$ cat config.mk
export PLATFORM = sky130hd
export DESIGN_NAME = bram_stream_reader
export DESIGN_NICKNAME = d
export VERILOG_FILES = /design/src/rtl/bram_stream_reader.sv
export SDC_FILE = /design/constraint.sdc
export NUM_CORES = 1
export LEC_CHECK = 0
export CAP_MARGIN = 10
export CORE_ASPECT_RATIO = 0.6
export CORE_MARGIN = 2
export CORE_UTILIZATION = 50
export DETAILED_ROUTE_END_ITERATION = 7
export PLACE_DENSITY = 0.92
export SETUP_SLACK_MARGIN = 0.2
export SLEW_MARGIN = 30
export SYNTH_ARGS = -nofsm -noshare
export SYNTH_HDL_FRONTEND = slang
export SYNTH_SLANG_ARGS = --single-unit
$ cat constraint.sdc
create_clock -name clk -period 3.55 [get_ports clk]
set_input_delay 0.5325 -clock clk [delete_from_list [all_inputs] [get_ports clk]]
set_output_delay 0.5325 -clock clk [all_outputs]
set_load 0.01 [all_outputs]
$ cat src/rtl/bram_stream_reader.sv
`default_nettype none
// ============================================================================
// Module      : bram_stream_reader
// Description : Reads a run of BRAM words and emits them as a valid/ready stream.
// Revision    : 1.0 - initial release
// ============================================================================
module bram_stream_reader #(
  parameter int DATA_WIDTH = 32,
  parameter int ADDR_WIDTH = 8
) (
  input  logic                  clk,
  input  logic                  aresetn,
  input  logic                  cmd_valid,
  output logic                  cmd_ready,
  input  logic [ADDR_WIDTH-1:0] cmd_addr,
  input  logic [ADDR_WIDTH:0]   cmd_len,
  output logic                  bram_re,
  output logic [ADDR_WIDTH-1:0] bram_raddr,
  input  logic [DATA_WIDTH-1:0] bram_rdata,
  output logic                  m_tvalid,
  input  logic                  m_tready,
  output logic [DATA_WIDTH-1:0] m_tdata,
  output logic                  m_tlast,
  output logic                  busy,
  output logic                  done
);

  typedef enum logic [1:0] {
    S_IDLE  = 2'd0,
    S_READ  = 2'd1,
    S_DRAIN = 2'd2
  } state_t;

  localparam logic [ADDR_WIDTH-1:0] c_ADDR_ONE = ADDR_WIDTH'(1);
  localparam logic [ADDR_WIDTH:0]   c_REM_ONE  = (ADDR_WIDTH+1)'(1);
  localparam logic [ADDR_WIDTH:0]   c_REM_ZERO = '0;

  state_t                r_state;
  state_t                w_state_next;
  logic [ADDR_WIDTH-1:0] r_addr;
  logic [ADDR_WIDTH:0]   r_remaining;
  logic                  r_inflight;
  logic                  r_inflight_last;
  logic [DATA_WIDTH-1:0] r_fifo_data [0:1];
  logic [1:0]            r_fifo_last;
  logic                  r_rd_ptr;
  logic                  r_wr_ptr;
  logic [1:0]            r_count;
  logic                  r_done;

  logic                  w_accept;
  logic                  w_pop;
  logic                  w_issue;
  logic                  w_issue_last;
  logic                  w_last_pop;
  logic [2:0]            w_occ;

  assign m_tvalid   = (r_count != 2'd0);
  assign m_tdata    = r_fifo_data[r_rd_ptr];
  assign m_tlast    = m_tvalid && r_fifo_last[r_rd_ptr];
  assign bram_raddr = r_addr;
  assign done       = r_done;

  always_ff @(posedge clk) begin
    if (!aresetn) begin
      r_state <= S_IDLE;
    end else begin
      r_state <= w_state_next;
    end
  end

  always_comb begin
    w_state_next = r_state;
    cmd_ready    = (r_state == S_IDLE) && !r_done;
    busy         = (r_state != S_IDLE);
    w_accept     = cmd_valid && cmd_ready;
    w_pop        = m_tvalid && m_tready;
    w_last_pop   = w_pop && m_tlast;
    // Occupancy after this cycle's pop; a read is only issued if its word will fit.
    w_occ        = {1'b0, r_count} + {2'b00, r_inflight} - {2'b00, w_pop};
    w_issue      = (r_state == S_READ) && (r_remaining != c_REM_ZERO) && (w_occ < 3'd2);
    w_issue_last = w_issue && (r_remaining == c_REM_ONE);
    bram_re      = w_issue;

    case (r_state)
      S_IDLE:  if (w_accept && (cmd_len != c_REM_ZERO)) w_state_next = S_READ;
      S_READ:  if (w_issue_last) w_state_next = S_DRAIN;
      S_DRAIN: if (w_last_pop) w_state_next = S_IDLE;
      default: w_state_next = S_IDLE;
    endcase
  end

  always_ff @(posedge clk) begin
    if (!aresetn) begin
      r_addr          <= '0;
      r_remaining     <= '0;
      r_inflight      <= 1'b0;
      r_inflight_last <= 1'b0;
      r_fifo_data[0]  <= '0;
      r_fifo_data[1]  <= '0;
      r_fifo_last     <= 2'b00;
      r_rd_ptr        <= 1'b0;
      r_wr_ptr        <= 1'b0;
      r_count         <= 2'd0;
      r_done          <= 1'b0;
    end else begin
      r_done <= (w_accept && (cmd_len == c_REM_ZERO)) ||
                ((r_state == S_DRAIN) && w_last_pop);

      if (w_accept) begin
        r_addr      <= cmd_addr;
        r_remaining <= cmd_len;
      end else if (w_issue) begin
        r_addr      <= r_addr + c_ADDR_ONE;
        r_remaining <= r_remaining - c_REM_ONE;
      end

      r_inflight      <= w_issue;
      r_inflight_last <= w_issue_last;

      // BRAM data is valid exactly one cycle after the read enable.
      if (r_inflight) begin
        r_fifo_data[r_wr_ptr] <= bram_rdata;
        r_fifo_last[r_wr_ptr] <= r_inflight_last;
        r_wr_ptr              <= ~r_wr_ptr;
      end
      if (w_pop) begin
        r_rd_ptr <= ~r_rd_ptr;
      end
      r_count <= r_count + {1'b0, r_inflight} - {1'b0, w_pop};
    end
  end

endmodule
`default_nettype wire

After elaboration in Yosys (flattened, before gate mapping)
Memories as Yosys holds them, arrays and structs flattened. A register that Yosys moved wholly into a read port is not among the register bits.
Index checks and enable logic that the tools add are counted.

operators by class
  bitwise operators = 2
  equal/unequal tests = 6
  reduce and logical (&&, ||, !) cells = 23
  multiplexer cells = 22
  $lt $le $gt $ge = 4
  $add $sub $neg = 6

operators by type and width
  kind                                                  number
  two-way mux 32 bit                                    1
  OR reduction 32 bit                                   1
  two-way mux 9 bit                                     2
  nonzero test 9 bit                                    2
  two-way mux 8 bit                                     2
  logical AND 1 bit                                     12
  two-way mux 1 bit                                     11
  equality test 9 x 1 -> 1 bit (second input constant)  1
  logical NOT 9 bit                                     1
  subtractor 9 x 1 -> 9 bit (second input constant)     1
  adder 8 x 1 -> 8 bit (second input constant)          1
  two-way mux 2 bit                                     3
  one-hot mux 2 bit (3 select lines)                    1
  nonzero test 2 bit                                    3
  < comparator 1 x 2 -> 1 bit (second input constant)   2
  inequality test 2 bit (second input constant)         2
  adder 2 x 1 -> 3 bit                                  1
  < comparator 3 x 2 -> 1 bit (second input constant)   1
  AND reduction 3 bit                                   1
  subtractor 3 x 1 -> 3 bit                             1
  adder 2 x 1 -> 2 bit                                  1
  bitwise mux 2 bit                                     1
  equality test 2 x 1 -> 1 bit (second input constant)  1
  equality test 2 bit (second input constant)           1
  other kinds (8)                                       9

word-level totals
  input bits = 53
  register bits = 28
  logic and storage cells = 74
  memories kept = 1
  RAM bits = 64
  output and inout port bits = 46

memory list
  name         words  bits a word  rd ports  clocked after memory_dff  wr ports  RTL line  RTL
  r_fifo_data  2      32           1         1                         2         44        logic [DATA_WIDTH-1:0] r_fifo_data [0:1];

Longest topological paths before layout
Gate-level depths: netlist of run 1.

  depth in word-level cells = 8
  gate-level depth with buffers = 13
  mapped depth without buffers = 11

Worst setup path before layout of run 1
Ideal clock, no wire load.

  path type = input-to-output
  start = input port m_tready
  end = output port bram_re
  arrival time = 2.543 ns
  slack = 0.475 ns
  cell stages on the path = 11
  required time = 3.017 ns
  path through = o21ai_0 > inv_1 > ha_1 > inv_1 > ha_1 > fa_1 > xnor2_1 > a2111o_1 > buf_2 > inv_2 > buf_2

between the ends
  cells in the longest elaborated chain, start to end = 4

RTL lines
  item                         RTL line  RTL
  start: declaration           21        input logic m_tready,
  logical AND 1 bit            77        w_pop = m_tvalid && m_tready;
  net w_pop                    52        logic w_pop;
  subtractor 3 x 1 -> 3 bit    80        w_occ = {1'b0, r_count} + {2'b00, r_inflight} - {2'b00, w_pop};
  < comparator 3 x 2 -> 1 bit  81        w_issue = (r_state == S_READ) && (r_remaining != c_REM_ZERO) && (w_occ < 3'd2);
  logical AND 1 bit            81
  end: declaration             17        output logic bram_re,

The timed path passes the listed nets, and every way through them passes these cells.

Final worst setup path of run 1
Same ends and word-level chain as after synthesis.

==> results.md, run 1 <==
- Placed cell area: 5390 um2
- Die area: 9320 um2
- Fin crit share: 90.8%
- Worst path top cell family by delay: adder cells
- FF-to-FF End: bram_raddr[5]
- Post-DR vias/cell: 5.50
- Gr ovfl total: 0
- EDFF count, synth: 64
- Cell variety after synth: 51
- CTS tree: built
- CTS root buf: clkbuf_16
- Crit Path Category: input port to output pin
- Outcome: finished, final reports clean
- Max Cap Viol: 0
- R2R setup slack: 0.62 ns
- Synthesized net count: 412
- Cell-by-cell listing of the critical path: clkdlybuf4s50_1, o21ai_2, inv_1, ha_1, inv_1, ha_1, fa_1, xnor2_1, a2111o_1, inv_2, clkbuf_2
- Placement Rows: 26
- RSZ-0062 raised after global routing: no
- I/O Pins: 99
- Worst hold-check path type: flop to flop
- CTS Sinks: 93
- H-Tree Depth: 3
- Total Routed Length: 10.1 mm
- CTS buffer count: 9
- Lkg Pwr: 0.00212 uW
- DPL Wire Length: 6.96 mm
- Fin nets: 511
- Min-Delay Endpoint: r_fifo_last[1]
- Largest net degree at the start of global routing: 34
- Crit path buffers/inverters: 5
- Skew final: 0.00487 ns
- Die W: 123 um
- Area leader, netlist: edfxtp_1
- Synthesized area: 4270 um2
- Reg2reg path depth: 11
- Initial Utilization: 50.9%
- Core area: 8390 um2
- Worst-path cell with the longest stage delay: clkdlybuf4s50_1
- Layout cells sized above 1: 15.1%
- CP arrival: 2.69 ns
- PortBufs: 98
- Die Height: 75.6 um
- Register area share after synthesis: 58.6%
- Synth-to-Final Area Change: 33.7%
- Number of DRC markers in iteration 0: 320
- Vias in the first global route: 3,017
- Mapped Cells: 352
- Tightest Pin Transition: 0.637 ns
- Largest cells by area after synthesis: edfxtp_1 45%, dfxtp_1 14%, and2_1 9.8%
- CP Launch Type: input port
- Final setup fails: 0
- Number of warnings issued by yosys: 0
- Slew Limit Headroom: 57.0%
- Crit end category: output pin
- Max clock buf depth: 2
- Antenna violations before repair: 0
- Tot GR Track Use: 22.0%
- Antenna violation net count after detailed routing: 0
- Slew Limit Fails: 0
- Fmax: 310 MHz
- PwrDens: 628 nW/um2
- Worst hold stages: 1
- WP data required: 3.02 ns
- Via count: 3,122
- Clock-pin slew on the worst setup and hold paths: 0.06 ns
- Hold path startpoint: r_inflight_last
- N_diodes: 0
- GPL Wtd Cong: 0.847
- Routed WL per cell: 17.7 um
- Reg-to-Reg Start: r_count[1]
- Fin. Hold Viols: 0
- Pre-CTS WS: -0.0785 ns
- Synth Register Bits: 93
- Share of the synthesized area in the top cell type: 45.0%
- First-pass GRT wire length: 15.1 mm
- Asr flop ratio synth: 0%
- Critical Path Fanout Max: 2
- Avg Cell Area, Syn: 12.1 um2
- Pre-antenna DRT Iters: 4
- Peak supply drop: 320 uV
- Min Tclk post-route: 3.22 ns
- Largest stage delay, worst path: 0.42 ns
- Worst skew pair latency: 0.33 ns
- Post-synth top flop: edfxtp_1
- Setup ws final: 0.327 ns
- Final instance area: 5710 um2
- Residual DRC: 0
-- kinds of logic (layout without fill, tap and decap cells) --
kind of cell	Yosys count	count (layout)	share of synthesized area (%)
multiplexers	35	35	9.17
adder cells (fa/ha/maj)	7	7	2.23
XOR/XNOR	2	2	0.410
buffers and inverters	30	134	2.72
AO/OA/AOI/OAI	55	55	8.82
AND/OR/NAND/NOR	130	130	18.1
flip-flops	93	93	58.6
-- how the worst max path moves through the flow --
| stage | from | endpoint | slack [ns] | cells after the start |
|---|---|---|---|---|
| 3_3_place_gp | m_tready | bram_re | -0.05 | 10 |
| 5_1_grt | m_tready | bram_re | 0.26 | 11 |
| 4_1_cts | m_tready | bram_re | 0.20 | 11 |
| 2_1_floorplan | m_tready | bram_re | 0.47 | 11 |
| 3_5_place_dp | m_tready | bram_re | -0.08 | 11 |
| 6_report | m_tready | bram_re | 0.33 | 11 |
-- sequential cells by signal, indices dropped and copies added (netlist names), named ones only --
| signal | cells |
|---|---|
| bram_raddr | 8 |
| done | 1 |
| r_count | 2 |
| r_fifo_data | 64 |
| r_fifo_last | 2 |
| r_inflight | 1 |
| r_inflight_last | 1 |
| r_rd_ptr | 1 |
| r_remaining | 9 |
| r_state | 2 |
| r_wr_ptr | 1 |
-- synthesized netlist by cell type (3+ instances only) --
master / n
and2_1: 67
edfxtp_1: 64
mux2_2: 33
dfxtp_1: 29
nand2_1: 16
clkbuf_1: 13
o21ai_0: 12
inv_1: 10
a21oi_1: 8
nor2_1: 8
a31oi_1: 7
ha_1: 6
o21a_1: 6
nand3_1: 5
or4_1: 5
a22oi_1: 4
nand2b_1: 4
nor3_1: 4
nor4_1: 4
a32o_1: 3
buf_1: 3
buf_2: 3
or3_1: 3
-- cells in the final DEF, fill, tap and decap left out, drive strengths merged, types with 3 or more instances in the layout --
master and count:
clkdlybuf4s50 97, and2 67, edfxtp 64, mux2 33, dfxtp 29, nand2 16
o21ai 12, inv 11, clkbuf 11, buf 9, a21oi 8, nor2 8
a31oi 7, o21a 6, ha 6, or4 6, nand3 5, or3 5
nand2b 4, nor4 4, nor3 4, a22oi 4, a32o 3, clkinvlp 3
-- area by class of cell --
| type | count | area [um2] |
|---|---|---|
| well taps | 112 | 140 |
| fillers | 602 | 2680 |
| multi-input cells | 229 | 1670 |
| clock inverters | 6 | 87.6 |
| clock buffers | 10 | 229 |
| repair buffers | 107 | 1040 |
| inverters | 11 | 41.3 |
| flip-flops and latches | 93 | 2500 |
-- per-stage QoR --
step	setup TNS, ns	power [uW]	hold WS, ns	utilization, %	std cells
final	0	3580	0.490	68.0	568
after global routing	0	3740	0.514	68.0	568
after CTS	0	3590	0.492	68.0	568
after detailed placement	-0.0785	2590	0.478	64.3	552
after global placement	-0.0450	2540	0.467	64.3	552
after floorplan	0	2060	0.442	-	352
-- layer usage --
layer	GRT usage, %	wire, um	up-vias	share of wire, %
met4	4.80	59	0	0.59
met3	5.91	684	6	6.8
li1	-	-	1492	-
met2	35.0	4830	123	48
met5	0	0	-	0
met1	30.7	4500	1501	45
-- power by group --
part | switching, uW | total [uW] | internal, uW
clock | 385 | 1000 | 615
combinational | 559 | 1170 | 609
sequential | 97.9 | 1410 | 1320
total | 1040 | 3580 | 2540
-- what timing repair did --
item / in CTS / in global routing
setup endpoints to repair: 1 / 1
gates resized for setup: 2 / 3
setup buffers: 0 / 0
hold buffers: 0 / 0
(Power assumes the default switching activity.)
==> run 2, diff against run 1 <==
--- a/config.mk
+++ b/config.mk
@@ -12,7 +12,6 @@
 export DETAILED_ROUTE_END_ITERATION = 7
 export PLACE_DENSITY = 0.92
 export SETUP_SLACK_MARGIN = 0.2
-export SLEW_MARGIN = 30
 export SYNTH_ARGS = -nofsm -noshare
 export SYNTH_HDL_FRONTEND = slang
 export SYNTH_SLANG_ARGS = --single-unit
==> results.md, run 2 (synthesis gave the netlist of run 1 again) <==
- Outcome: finished, final reports clean (unchanged)
- Total Routed Length: 10.1 mm (about the same)
- PortBufs: 98 (unchanged)
- Cell-by-cell listing of the critical path: clkdlybuf4s50_1, o21ai_2, inv_1, ha_1, inv_1, ha_1, fa_1, a2111o_1, inv_2, clkbuf_2 (was clkdlybuf4s50_1, o21ai_2, inv_1, ha_1, inv_1, ha_1, fa_1, xnor2_1, a2111o_1, inv_2, clkbuf_2)
- Tot GR Track Use: 22.0% (unchanged)
- Area occupied by multi-input gates: 1670 um2 (about the same)
- Placement Rows: 26 (unchanged)
- Die area: 9320 um2 (unchanged)
- Slew Limit Headroom: 33.8% (was 57.0%)
- Switching share of total power: 29.1% (about the same)
- Layout cells sized above 1: 14.9% (was 15.1%)
- Synth-to-Final Area Change: 33.7% (about the same)
- CTS root buf: clkbuf_16 (unchanged)
- Fin. Hold Viols: 0 (unchanged)
- Worst path top cell family by delay: adder cells (unchanged)
- Die W: 123 um (unchanged)
- Worst-path cell with the longest stage delay: fa_1 (was clkdlybuf4s50_1)
- Post-DR vias/cell: 5.51 (was 5.50)
- RSZ-0062 raised after global routing: no (unchanged)
- I/O Pins: 99 (unchanged)
- Gr ovfl total: 0 (unchanged)
- Fin crit share: 90.7% (was 90.8%)
- Max clock buf depth: 2 (unchanged)
- Worst skew pair latency: 0.33 ns (about the same)
- N_diodes: 0 (unchanged)
- Commonest non-fill, non-tap cell in the layout: clkdlybuf4s50_1 (unchanged)
- Number of DRC markers in iteration 0: 320 (unchanged)
- Worst hold-check path type: flop to flop (unchanged)
- PwrDens: 628 nW/um2 (about the same)
- Largest stage delay, worst path: 0.48 ns (was 0.42 ns)
- CP Launch Type: input port (unchanged)
- Setup ws final: 0.331 ns (was 0.327 ns)
- Setup TNS: 0 ns (unchanged)
- Skew final: 0.00535 ns (was 0.00487 ns)
- Worst hold stages: 1 (unchanged)
- Max Cap Viol: 0 (unchanged)
- Largest Register: r_fifo_data (unchanged)
- H-Tree Depth: 3 (unchanged)
- Crit path buffers/inverters: 5 (unchanged)
- Peak supply drop: 320 uV (about the same)
- CTS Sinks: 93 (unchanged)
- Vias in the first global route: 3,017 (unchanged)
- Antenna violation net count after detailed routing: 0 (unchanged)
- Commonest cells after routing, fill and taps aside: 97 x clkdlybuf4s50_1, 67 x and2_1, 64 x edfxtp_1 (unchanged)
- Residual DRC: 0 (unchanged)
- Crit Path Category: input port to output pin (unchanged)
- CTS buffer count: 9 (unchanged)
- Max FFs per register: 64 (unchanged)
- Critical path depth: 10 (was 11)
- Die Height: 75.6 um (unchanged)
- Tightest Pin Transition: 0.993 ns (was 0.637 ns)
- Storage cell area: 2500 um2 (unchanged)
- Fin nets: 511 (unchanged)
- CTS tree: built (unchanged)
- Initial Utilization: 50.9% (unchanged)
- CP arrival: 2.69 ns (about the same)
- Lkg Pwr: 0.00212 uW (about the same)
- DPL Wire Length: 6.96 mm (unchanged)
- Via count: 3,128 (was 3,122)
- First-pass GRT wire length: 15.1 mm (unchanged)
- Sequential Power Share: 39.4% (was 39.5%)
- WP data required: 3.02 ns (about the same)
- Critical Path Fanout Max: 3 (was 2)
- Antenna violations before repair: 0 (unchanged)
- Fmax: 311 MHz (was 310 MHz)
- Pre-CTS WS: -0.0785 ns (unchanged)
- Pre-antenna DRT Iters: 4 (unchanged)
- Min Tclk post-route: 3.22 ns (about the same)
- Part of the power in combinational logic: 32.7% (was 32.6%)
- Psw: 1040 uW (about the same)
- Clock-pin slew on the worst setup and hold paths: 0.06 ns (about the same)
- Hold buffer count at CTS: 0 (unchanged)
- Reg2reg path depth: 10 (was 11)
- Slew Limit Fails: 0 (unchanged)
- GPL Wtd Cong: 0.847 (unchanged)
- Routed WL per cell: 17.8 um (was 17.7 um)
- Core area: 8390 um2 (unchanged)
- Internal: 2540 uW (about the same)
- Final setup fails: 0 (unchanged)
- Fill cell count: 603 (was 602)
- Clk pwr share: 27.9% (about the same)
- Largest net degree at the start of global routing: 34 (unchanged)
- Crit end category: output pin (unchanged)
==> run 2: changes by cell type in the layout (fill, tap and decap cells not counted) <==
cell / previous run / this run
and3_1: 1 / 2
and3_2: 1 / 0
==> run 2: cell type report <==
cell class | count | share of cell area, %
Sequential cell | 93 | 43.8
Multi-Input combinational cell | 229 | 29.2
Timing Repair Buffer | 107 | 18.3
Clock buffer | 10 | 4.01
Tap cell | 112 | 2.45
Clock inverter | 6 | 1.53
Inverter | 11 | 0.723
==> run 2: power groups by stage <==
stage | Combinational [uW] | Sequential, uW | Clock [uW]
3_5_place_dp | 1160 | 1430 | 0
2_1_floorplan | 655 | 1410 | 0
4_1_cts | 1170 | 1410 | 1010
3_3_place_gp | 1130 | 1420 | 0
6_report | 1170 | 1410 | 1000
5_1_grt | 1250 | 1430 | 1060
==> run 2: worst reg2reg max path, delay by kind of cell, from the launching register on <==
family | cells | cell delay [ns]
AO/OA/AOI/OAI | 3 | 0.77
flip-flops | 1 | 0.35
adder cells (fa/ha/maj) | 3 | 0.92
AND/OR/NAND/NOR | 1 | 0.51
buffers and inverters | 3 | 0.31
==> run 2: through the flow <==
stage	util (%)	instances	cell area, um2	hold WS (ns)	power, uW
after floorplan	-	352	4270	0.442	2060
after global placement	64.3	552	5390	0.467	2540
after detailed placement	64.3	552	5390	0.478	2590
after CTS	68.0	568	5710	0.492	3590
after global routing	68.0	568	5710	0.514	3740
final	68.0	568	5710	0.494	3590
==> run 2: final timing paths <==
path / from / endpoint / slack [ns]
setup / recovery: m_tready / bram_re / 0.33
hold / removal: r_inflight_last / r_fifo_last[1] / 0.49
setup reg to reg: r_count[1] / bram_raddr[5] / 0.63
hold reg to reg: r_inflight_last / r_fifo_last[1] / 0.49
==> run 2: per-layer routing <==
| metal | global-route usage (%) | vias up | part of all wire, % |
|---|---|---|---|
| met5 | 0 | - | 0 |
| met4 | 4.80 | 0 | 0.58 |
| met3 | 5.91 | 6 | 5.8 |
| met2 | 35.0 | 118 | 48 |
| met1 | 30.7 | 1511 | 46 |
| li1 | - | 1493 | - |
==> run 2: repair_timing <==
item,in CTS,in global routing
buffers inserted,0,0
pin swaps,0,0
endpoints found under the setup margin,1,1
resized for setup,2,3
cloned,0,0
==> run 3, diff against run 2 <==
--- a/config.mk
+++ b/config.mk
@@ -12,6 +12,7 @@
 export DETAILED_ROUTE_END_ITERATION = 7
 export PLACE_DENSITY = 0.92
 export SETUP_SLACK_MARGIN = 0.2
+export SKIP_CTS_REPAIR_TIMING = 1
 export SYNTH_ARGS = -nofsm -noshare
 export SYNTH_HDL_FRONTEND = slang
 export SYNTH_SLANG_ARGS = --single-unit
==> results.md, run 3 (synthesis gave the netlist of run 1 again) <==
- Synth-to-Final Area Change: 33.8% (was 33.7%)
- Layout cells sized above 1: 14.7% (was 14.9%)
- Reg-to-Reg Start: r_count[1] (unchanged)
- First-pass GRT wire length: 15.1 mm (unchanged)
- Max Cap Viol: 0 (unchanged)
- Crit end category: output pin (unchanged)
- R2R setup slack: 0.63 ns (about the same)
- Fill cell count: 602 (was 603)
- Slew Limit Headroom: 33.8% (about the same)
- Critical Path Fanout Max: 2 (was 3)
- Routed WL per cell: 17.7 um (was 17.8 um)
- Fin crit share: 91.3% (was 90.7%)
- Worst hold-check path type: flop to flop (unchanged)
- Placed cell area: 5390 um2 (unchanged)
- PwrDens: 628 nW/um2 (about the same)
- Fin. Hold Viols: 0 (unchanged)
- PortBufs: 98 (unchanged)
- Total Routed Length: 10.1 mm (about the same)
- Final setup fails: 0 (unchanged)
- Die Height: 75.6 um (unchanged)
- Pre-CTS WS: -0.0785 ns (unchanged)
- CTS root buf: clkbuf_16 (unchanged)
- Commonest cells after routing, fill and taps aside: 97 x clkdlybuf4s50_1, 67 x and2_1, 64 x edfxtp_1 (unchanged)
- Peak supply drop: 320 uV (unchanged)
- Outcome: finished, final reports clean (unchanged)
- Die W: 123 um (unchanged)
- Slew Limit Fails: 0 (unchanged)
- Fin nets: 511 (unchanged)
- H-Tree Depth: 3 (unchanged)
- Core area: 8390 um2 (unchanged)
- Critical Path End: bram_re (unchanged)
- FF-to-FF End: bram_raddr[5] (unchanged)
- CTS tree: built (unchanged)
- GPL Wtd Cong: 0.847 (unchanged)
- Tightest Pin Transition: 0.992 ns (was 0.993 ns)
- Worst skew pair latency: 0.33 ns (about the same)
- Fmax: 308 MHz (was 311 MHz)
- Reg2reg path depth: 11 (was 10)
- I/O Pins: 99 (unchanged)
- CP arrival: 2.71 ns (was 2.69 ns)
- Post-layout util: 68.1% (was 68.0%)
- WP data required: 3.02 ns (about the same)
- Lkg Pwr: 0.00213 uW (was 0.00212 uW)
- Fin Hold WS: 0.492 ns (was 0.494 ns)
- Die area: 9320 um2 (unchanged)
- Setup ws final: 0.308 ns (was 0.331 ns)
- Max FFs per register: 64 (unchanged)
- Skew final: 0.00534 ns (was 0.00535 ns)
- Largest Register: r_fifo_data (unchanged)
- Max clock buf depth: 2 (unchanged)
- DPL Wire Length: 6.96 mm (unchanged)
- Placement Rows: 26 (unchanged)
- Final instance area: 5720 um2 (was 5710 um2)
- CTS buffer count: 9 (unchanged)
- RSZ-0062 raised after global routing: no (unchanged)
- Residual DRC: 0 (unchanged)
- Post-DR vias/cell: 5.49 (was 5.51)
- Antenna violations before repair: 0 (unchanged)
- Antenna violation net count after detailed routing: 0 (unchanged)
- Clock-pin slew on the worst setup and hold paths: 0.06 ns (about the same)
- Final Non-Filler Cells: 568 (unchanged)
- Number of DRC markers in iteration 0: 312 (was 320)
- Via count: 3,121 (was 3,128)
- Gr ovfl total: 0 (unchanged)
- Commonest non-fill, non-tap cell in the layout: clkdlybuf4s50_1 (unchanged)
- Vias in the first global route: 3,017 (unchanged)
- Initial Utilization: 50.9% (unchanged)
- CP Launch Point: m_tready (unchanged)
- Min Tclk post-route: 3.24 ns (was 3.22 ns)
- N_diodes: 0 (unchanged)
- Pre-antenna DRT Iters: 4 (unchanged)
- CP Launch Type: input port (unchanged)
- Crit Path Category: input port to output pin (unchanged)
- CTS Sinks: 93 (unchanged)
- Largest net degree at the start of global routing: 34 (unchanged)
- Tot GR Track Use: 22.0% (unchanged)
- Placed Cells: 552 (unchanged)
==> run 3: changes by cell type in the layout (fill, tap and decap cells not counted), sizes merged <==
cell / change
dlymetal6s2s: +1
clkbuf: -1
==> run 3: per-stage QoR <==
| stage | TNS (ns) | total power (uW) |
|---|---|---|
| 2_1_floorplan | 0 | 2060 |
| 3_3_place_gp | -0.0450 | 2540 |
| 3_5_place_dp | -0.0785 | 2590 |
| 4_1_cts | -0.0963 | 3590 |
| 5_1_grt | 0 | 3750 |
| 6_report | 0 | 3590 |
==> run 3: critical path: stages <==
cell             delay (ns)
clkdlybuf4s50_1        0.42
o21ai_2                0.08
inv_1                  0.06
ha_1                   0.26
inv_1                  0.04
ha_1                   0.18
fa_1                   0.38
xnor2_1                0.15
a2111o_1               0.38
inv_2                  0.07
dlymetal6s2s_1         0.15
==> run 3: final cells by class <==
cell class	count	area, um2	area share, %
tap	112	140	2.45
inverter	11	41.3	0.722
timing repair buffer	107	1050	18.4
clock buffer	10	229	4.01
clock inverter	6	87.6	1.53
multi-input combinational	229	1670	29.1
sequential	93	2500	43.8
==> run 3: per-layer routing <==
metal,part of all wire [%],global-route usage [%],up-vias
li1,-,-,1494
met1,46,30.7,1505
met2,48,35.0,114
met3,5.7,5.91,8
met4,0.65,4.80,0
met5,0,0,-
==> run 3: power by group <==
group          total, uW  internal [uW]  switching, uW
registers           1410           1320           97.3
clock network       1000            615            385
logic               1170            613            561
==> run 3: how the worst min path moves through the flow <==
| stage | startpoint | cells after the start | slack [ns] | end |
|---|---|---|---|---|
| after floorplan | r_inflight_last | 1 | 0.44 | r_fifo_last[0] |
| after global placement | r_inflight_last | 1 | 0.47 | r_fifo_last[1] |
| after detailed placement | r_inflight_last | 1 | 0.48 | r_fifo_last[1] |
| after CTS | r_inflight_last | 1 | 0.49 | r_fifo_last[1] |
| after global routing | r_inflight_last | 1 | 0.51 | r_fifo_last[1] |
| final | r_inflight_last | 1 | 0.49 | r_fifo_last[1] |
